===== src/rtl/image_loader_if.sv =====
// Image loader bus: the UART byte input, the consumer handshake and the
// pixel RAM write port, bundled for the image_loader block.
// The master modport is the loader side; the slave modport is the
// UART/consumer/RAM side.
interface image_loader_if #(
   parameter int ADDR_WIDTH = 10
);
   logic                  rx_rdy;
   logic [7:0]            rx_data;
   logic                  img_ack;
   logic                  wr_en;
   logic [ADDR_WIDTH-1:0] wr_addr;
   logic                  wr_data;
   logic                  img_rdy;
   logic                  overrun;

   modport master (
      input  rx_rdy,
      input  rx_data,
      input  img_ack,
      output wr_en,
      output wr_addr,
      output wr_data,
      output img_rdy,
      output overrun
   );

   modport slave (
      output rx_rdy,
      output rx_data,
      output img_ack,
      input  wr_en,
      input  wr_addr,
      input  wr_data,
      input  img_rdy,
      input  overrun
   );
endinterface


===== src/rtl/image_loader.sv =====
// Image loader: unpacks UART bytes into a 1-bit pixel RAM, LSB first,
// one pixel per clock.  Once NUM_BYTES*8 pixels are written it holds
// img_rdy until the consumer acknowledges with img_ack.
// Optional feature: define LOADER_OVERRUN_EN to compile in the sticky
// overrun flag for byte events dropped while busy; without it overrun
// is tied to 0.
module image_loader #(
   parameter int NUM_BYTES  = 98,
   parameter int ADDR_WIDTH = 10
) (
   input logic           clk,
   input logic           rst_n,
   image_loader_if.master bus
);

   localparam int NUM_PIXELS = NUM_BYTES * 8;
   localparam logic [ADDR_WIDTH-1:0] LAST_PIXEL = ADDR_WIDTH'(NUM_PIXELS - 1);

   typedef enum logic [1:0] {
      IDLE   = 2'd0,
      UNPACK = 2'd1,
      FULL   = 2'd2
   } state_t;

   state_t                state;
   logic                  rdy_q;
   logic [7:0]            shift_reg;
   logic [2:0]            bit_cnt;
   logic [ADDR_WIDTH-1:0] pix_cnt;
   logic                  wr_en_q;
   logic                  img_rdy_q;
   logic                  byte_evt;

   // rx_rdy is a level, so only its rising edge marks a new byte
   assign byte_evt = bus.rx_rdy & ~rdy_q;

   // The write address is the pixel counter and the pixel is the shift
   // register LSB; both are registers, so the outputs are glitch free
   assign bus.wr_addr = pix_cnt;
   assign bus.wr_data = shift_reg[0];
   assign bus.wr_en   = wr_en_q;
   assign bus.img_rdy = img_rdy_q;

   // Loader FSM: latch a byte in IDLE, stream its 8 bits in UNPACK,
   // park in FULL once the whole image has been written
   always_ff @(posedge clk or negedge rst_n) begin
      if (!rst_n) begin
         state     <= IDLE;
         rdy_q     <= 1'b0;
         shift_reg <= 8'd0;
         bit_cnt   <= 3'd0;
         pix_cnt   <= '0;
         wr_en_q   <= 1'b0;
         img_rdy_q <= 1'b0;
      end else begin
         rdy_q <= bus.rx_rdy;
         case (state)
            IDLE: begin
               if (byte_evt) begin
                  shift_reg <= bus.rx_data;
                  bit_cnt   <= 3'd0;
                  wr_en_q   <= 1'b1;
                  state     <= UNPACK;
               end
            end
            UNPACK: begin
               shift_reg <= {1'b0, shift_reg[7:1]};
               pix_cnt   <= pix_cnt + 1'b1;
               if (bit_cnt == 3'd7) begin
                  wr_en_q <= 1'b0;
                  if (pix_cnt == LAST_PIXEL) begin
                     img_rdy_q <= 1'b1;
                     state     <= FULL;
                  end else begin
                     state <= IDLE;
                  end
               end else begin
                  bit_cnt <= bit_cnt + 1'b1;
               end
            end
            FULL: begin
               if (bus.img_ack) begin
                  pix_cnt   <= '0;
                  img_rdy_q <= 1'b0;
                  state     <= IDLE;
               end
            end
            default: begin
               state <= IDLE;
            end
         endcase
      end
   end

`ifdef LOADER_OVERRUN_EN
   logic overrun_q;

   assign bus.overrun = overrun_q;

   // Sticky flag for bytes that arrive while busy; the acknowledge that
   // releases the image clears it
   always_ff @(posedge clk or negedge rst_n) begin
      if (!rst_n) begin
         overrun_q <= 1'b0;
      end else if (state == FULL && bus.img_ack) begin
         overrun_q <= 1'b0;
      end else if (byte_evt && state != IDLE) begin
         overrun_q <= 1'b1;
      end
   end
`else
   assign bus.overrun = 1'b0;
`endif

endmodule


===== src/flat_wrapper.sv =====
// flat-port wrapper written by rule: the top's interface ports become plain ports
module image_loader_flat 
#(
   parameter int NUM_BYTES  = 98,
   parameter int ADDR_WIDTH = 10
)
  (clk, rst_n, bus_rx_rdy, bus_rx_data, bus_img_ack, bus_wr_en, bus_wr_addr, bus_wr_data, bus_img_rdy, bus_overrun);
  image_loader_if #(.ADDR_WIDTH(ADDR_WIDTH)) bus_i ();
  input logic clk;
  input logic rst_n;
  input wire logic [$bits(bus_i.rx_rdy)-1:0] bus_rx_rdy;
  input wire logic [$bits(bus_i.rx_data)-1:0] bus_rx_data;
  input wire logic [$bits(bus_i.img_ack)-1:0] bus_img_ack;
  output wire logic [$bits(bus_i.wr_en)-1:0] bus_wr_en;
  output wire logic [$bits(bus_i.wr_addr)-1:0] bus_wr_addr;
  output wire logic [$bits(bus_i.wr_data)-1:0] bus_wr_data;
  output wire logic [$bits(bus_i.img_rdy)-1:0] bus_img_rdy;
  output wire logic [$bits(bus_i.overrun)-1:0] bus_overrun;
  assign bus_i.rx_rdy = bus_rx_rdy;
  assign bus_i.rx_data = bus_rx_data;
  assign bus_i.img_ack = bus_img_ack;
  assign bus_wr_en = bus_i.wr_en;
  assign bus_wr_addr = bus_i.wr_addr;
  assign bus_wr_data = bus_i.wr_data;
  assign bus_img_rdy = bus_i.img_rdy;
  assign bus_overrun = bus_i.overrun;
  image_loader #(.NUM_BYTES(NUM_BYTES), .ADDR_WIDTH(ADDR_WIDTH)) u_core (.clk(clk), .rst_n(rst_n), .bus(bus_i));
endmodule

===== config.mk =====
export PLATFORM = sky130hd
export DESIGN_NAME = image_loader_flat
export DESIGN_NICKNAME = d
export VERILOG_FILES = /design/src/rtl/image_loader_if.sv /design/src/rtl/image_loader.sv /design/src/flat_wrapper.sv
export SDC_FILE = /design/constraint.sdc
export NUM_CORES = 1
export LEC_CHECK = 0
export CAP_MARGIN = 10
export CORE_MARGIN = 3
export CORE_UTILIZATION = 40
export CTS_BUF_LIST = sky130_fd_sc_hd__clkbuf_4
export DETAILED_ROUTE_END_ITERATION = 16
export SYNTH_ARGS = -nofsm -noshare
export SYNTH_HDL_FRONTEND = slang
export SYNTH_SLANG_ARGS = --single-unit
export TNS_END_PERCENT = 1

===== constraint.sdc =====
create_clock -name clk -period 1.7 [get_ports clk]
set_clock_uncertainty 0.05 [all_clocks]
set_input_delay 0.34 -clock clk [delete_from_list [all_inputs] [get_ports clk]]
set_output_delay 0.34 -clock clk [all_outputs]
set_load 0.02 [all_outputs]

Word level (Yosys, flattened, before mapping). Cells that the tools add are included.

Flip-flop bits (word level): 26. Bits of input ports: 12. Output and inout bits: 14. Logic and storage cells: 48.

Add/sub/neg operators: 2. Equal/unequal tests: 9. Mux-type cells: 19. Bitwise gates (word level): 2. Reductions and logical operators: 9.

Operators with widths (count): 10-bit one-hot mux with 2 select lines (1); 8-bit one-hot mux with 2 select lines (1); 10-bit by 1-bit adder with 10-bit output, second input constant (1); 10-bit == test, second input constant (1); 10-bit 2-to-1 mux (1); 3-bit AND reduction (3); 2-bit 2-to-1 mux (4); 8-bit 2-to-1 mux (1); 3-bit 2-to-1 mux (2); 2-bit by 1-bit != test with 1-bit output, second input constant (3); 2-bit one-hot mux with 3 select lines (1); 3-bit one-hot mux with 2 select lines (1); 1-bit 2-to-1 mux (5); 2-bit != test, second input constant (2); 1-bit one-hot mux with 2 select lines (2); 2-bit AND reduction (2); 4-bit AND reduction (1); 2-bit nonzero test (2); 3-bit by 1-bit adder with 3-bit output, second input constant (1); 3-bit == test, second input constant (1); 2-bit by 1-bit == test with 1-bit output, second input constant (1); 2-bit == test, second input constant (1); 2-bit logical NOT (1); 1-bit AND (1); 1-bit NOT (1).

Logic depth before layout (Yosys ltp).
Depth after elaboration: 4. Depth in mapped cells: 5. Mapped depth without buffers: 5.

Worst setup path before layout. Ideal clock, no wire load.

Path kind: flip-flop to flip-flop. Start point: reg u_core.state[1]. End point: reg u_core.shift_reg[5]. Setup time: 125 ps. Arrival time: 1354 ps. Required time: 1525 ps. Slack: 171 ps. Cell stages (with the launch flop): 5. Path buffers: 1. Clock period less this slack: 1529 ps. Cells stage by stage: dfrtp_1 nor2b_2 buf_2 mux2_1 mux2_2.

Word-level cells in the longest chain between the ends: 3. Elaborated cells between the ends (all ways): 6. Those cells by class: 2 x eq/ne; 1 x mux; 3 x reduce/logical.

Ends and longest elaborated chain: start: declaration (RTL line image_loader.sv:25) `state_t state;`; start signal: assignment (RTL line image_loader.sv:48) `state <= IDLE;`; start signal: assignment (RTL line image_loader.sv:63) `state <= UNPACK;`; start signal: assignment (RTL line image_loader.sv:73) `state <= FULL;`; 2-bit logical NOT or 2-bit by 1-bit == test with 1-bit output (tied branches) (RTL line image_loader.sv:57) `case (state)`; 2-bit by 1-bit != test with 1-bit output (no line) or 2-bit nonzero test (tied branches); 2-bit AND reduction (no line); end signal: assignment (RTL line image_loader.sv:60) `shift_reg <= bus.rx_data;`; end signal: assignment (RTL line image_loader.sv:67) `shift_reg <= {1'b0, shift_reg[7:1]};`; end: declaration (RTL line image_loader.sv:27) `logic [7:0] shift_reg;`.

Parallel ways exist; a longest one is shown, timed or not. A chain may end at the register's enable or synchronous reset.

Final worst setup path.
Start point: reg u_core.state[1]. End point: reg u_core.pix_cnt[9], in the netlist u_core.bus.wr_addr[9].

Word-level cells in the longest chain between the ends: 3. Elaborated cells between the ends (all ways): 6. Those cells by class: 3 x eq/ne; 1 x mux; 2 x reduce/logical.

Ends and longest elaborated chain: 2-bit == test or 2-bit by 1-bit == test with 1-bit output (tied branches) (RTL line image_loader.sv:57); 2-bit != test (no line) or 2-bit nonzero test (tied branches); 2-bit AND reduction (no line); end signal: assignment (RTL line image_loader.sv:68) `pix_cnt <= pix_cnt + 1'b1;`; end: declaration (RTL line image_loader.sv:29) `logic [ADDR_WIDTH-1:0] pix_cnt;`.

Parallel ways exist; a longest one is shown, timed or not.

==> implementation parameters <==
Parameter                              Value

Outcome
  Run status    finished clean

Logic synthesis
  Share of the yosys chip area belonging to registers    slightly above 50%
  Net count of the mapped netlist    128
  Most area-consuming cells after synthesis    dfrtp_1 (51%), mux2_2 (7.1%), mux2i_1 (5.5%)
  Synth Area in Adders    under 10%
  Top cell type by total area after synthesis    dfrtp_1
  Main combinational cell family by area after synthesis    simple AND/OR/NAND/NOR gates
  Syn_area_per_cell    ~11 µm²
  Cells after Synth    ~110
  Most numerous cell types in the synthesized netlist    dfrtp_1 (26), nand2_1 (13), mux2_2 (8), mux2i_1 (7), o21ai_0 (6)
  Async set-reset flop share out of synthesis    between 90% and 100%
  Yosys warns    0
  Simple-gate share of the synthesized area    between 10% and 20%
  Xor/xnor cell area share of the yosys netlist    0%
  Fraction of the mapped netlist area in compound gates    10.28%
  Number of library cell types mapped by synthesis    31
  Flops & latches, synth    26
  Number of enable flip-flop cells after synthesis    0
  Main synth FF type    dfrtp_1
  Post-synth top area share    51.38%
  Share of synthesized area spent on multiplexers    15.32%
  Dominant cell by count in the synthesized netlist    dfrtp_1
  Cell area after synthesis    1266 µm²

Timing
  Worst slack on hold paths    0.3145 ns
  Final-report hold violation count    0
  Final period utilization    about 93%
  Time the final worst path needs with I/O delays and setup    1.586 ns
  Final Max Slew Viols    0
  RSZ-0062 raised after global routing    yes
  Setup Viol. Count Final    0
  Maximum frequency from static timing analysis    630.6 MHz

Placement
  Cell total after placement    roughly 180
  Detailed Place HPWL    1.853 mm
  Placed Instance Area    1605 µm²
  Global placer's final weighted congestion    0.7093
  Count of buffers from port buffering    24

Critical path
  Setup slack of the most critical reg-to-reg path    0.11 ns
  Crit path required time    1.91 ns
  Classification of the worst setup path    flop to flop
  Crit path capture type    flop
  Crit start category    flop
  Crit path DAT    1.79 ns
  Largest fanout of any net on the critical path    8

Routing
  Vias per cell    5.181
  DRC errors left    0
  Pre-antenna DRT Iters    4
  Via count    974
  Per-cell routed wire length    roughly 13 µm
  Antenna-violating nets left    0
  DRT iter0 DRCs    just over 60
  Total length of routed wires    2.476 mm

Clocking
  Number of buffers created by CTS    3
  Maximum root-to-sink buffer count    2
  H-tree levels    1
  Worst-skew pair later-pin latency    0.32 ns
  Clock transition at the registers of the reported paths    0.15 ns
  CTS tree    done
  Number of clock sinks    26
  Root buffer cell    clkbuf_4
  Buffer count from post-CTS setup fixing    0

Global route
  Via count of the first global-routing pass    approximately 1000
  Pin count of the biggest net entering global routing    27
  Overall track demand over capacity in global routing    around 14%
  Global-route wire length before repair    4.609 mm
  Gr ovfl total    0
  Antenna violations before repair    0

Hold path
  Type of the tightest min-delay check    primary input to asynchronous set/reset pin

Layout
  P&R area growth vs syn    30.14%
  Count of filler cells inserted in the layout    270
  Post-route standard cell area excluding fillers    between 1500 and 2000 µm²
  Count of non-filler cells in the finished layout    188
  Fraction of layout instances using a drive strength above 1    16.44%
  Number of nets in the layout    162
  Antenna Cells    0
  Flip-flop count of the largest register after layout    10

Flow run
  Max-cap violation count    0

Power and ir drop
  Power Total    2.820 mW
  Worst vdd ir    between 0.7 and 0.8 mV
  Cell area power density    around 1700 nW/µm²
  Leakage power total    0.7645 nW

Floorplanning
  Number of rows in the core area    19
  Placeable core area    approximately 2900 µm²
  Initial standard-cell utilization of the core    ~44%
  Die Wd    62.27 µm
  Overall die area    3877 µm²
  Height of the chip    62.27 µm
  I/O pin count    26
[worst max-delay path: stages (launching register included)]
cell	delay, ns
dfrtp_1	0.44
nand4b_1	0.37
nor4_1	0.44
mux2i_1	0.23
[cell type report]
type                       instances  area [µm²]  share of cell area [%]
multi-input combinational         78       578.1                   35.08
timing repair buffer              33       295.3                   17.92
inverter                           5       18.77                   1.139
clock inverter                     1       30.03                   1.822
sequential                        26       650.6                   39.48
clock buffer                       3       22.52                   1.367
tap                               42       52.55                   3.189
[per-layer routing]
metal	vias up	share of wire [%]	GRT usage [%]
met5	-	0	0
li1	477	-	-
met2	20	48	23.66
met4	0	0.57	4.959
met3	2	3.8	2.523
met1	475	47	19.34
[final timing paths]
check                      cells after the start                     to               start
max                                            3  u_core.bus.wr_addr[9]     u_core.state[1]
min                                            2  u_core.bus.wr_addr[3]               rst_n
max reg2reg                                    3  u_core.bus.wr_addr[9]     u_core.state[1]
min reg2reg                                    2     u_core.bus.img_rdy  u_core.bus.img_rdy
max in group asynchronous                      2    u_core.shift_reg[3]               rst_n
min in group clk                               2     u_core.bus.img_rdy  u_core.bus.img_rdy
[stage by stage]
stage           TNS (ns)  worst slack (ns)  utilization, %
3_5_place_dp     -0.1116          -0.02430           55.81
5_1_grt        -0.003573         -0.003573           57.29
3_3_place_gp           0         0.0009157           55.81
2_1_floorplan          0            0.1711               -
4_1_cts                0        0.00002154           57.11
6_report               0            0.1142           57.29
[power by group]
| part | switching (mW) | total [mW] | internal [mW] | leakage, nW |
|---|---|---|---|---|
| combinational | 0.662 | 1.28 | 0.623 | 0.424 |
| sequential | 0.232 | 1.12 | 0.884 | 0.312 |
| clock | 0.180 | 0.419 | 0.238 | 0.0279 |
| total | 1.07 | 2.82 | 1.75 | 0.765 |
[placed cells by master, fill, tap and decap left out, types with 2 or more instances in the layout]
master / n
nand3_1: 5
ha_1: 2
inv_1: 5
buf_4: 9
clkdlybuf4s50_1: 11
o311ai_0: 3
mux2_2: 8
a22o_1: 2
nand4_1: 4
o41ai_1: 3
dlygate4sd2_1: 12
clkbuf_4: 3
mux2i_1: 7
nand2_1: 13
dfrtp_1: 26
o21ai_0: 6
mux2_1: 3
and4b_1: 2
nand2b_1: 4
a21oi_1: 3
[cell families after synthesis]
group | count (synthesis)
AND/OR/NAND/NOR | 37
flip-flops | 26
AO/OA/AOI/OAI | 19
multiplexers | 18
buffers and inverters | 9
adder cells (fa/ha/maj) | 3
other | 1
[what timing repair did]
action,in CTS,in global routing
pin swaps,0,0
cloned,0,0
resized for setup,12,2
endpoints found under the setup margin,12,3
hold endpoints to repair,0,0
hold buffers,0,0
Power figures use the tool's default switching activity.
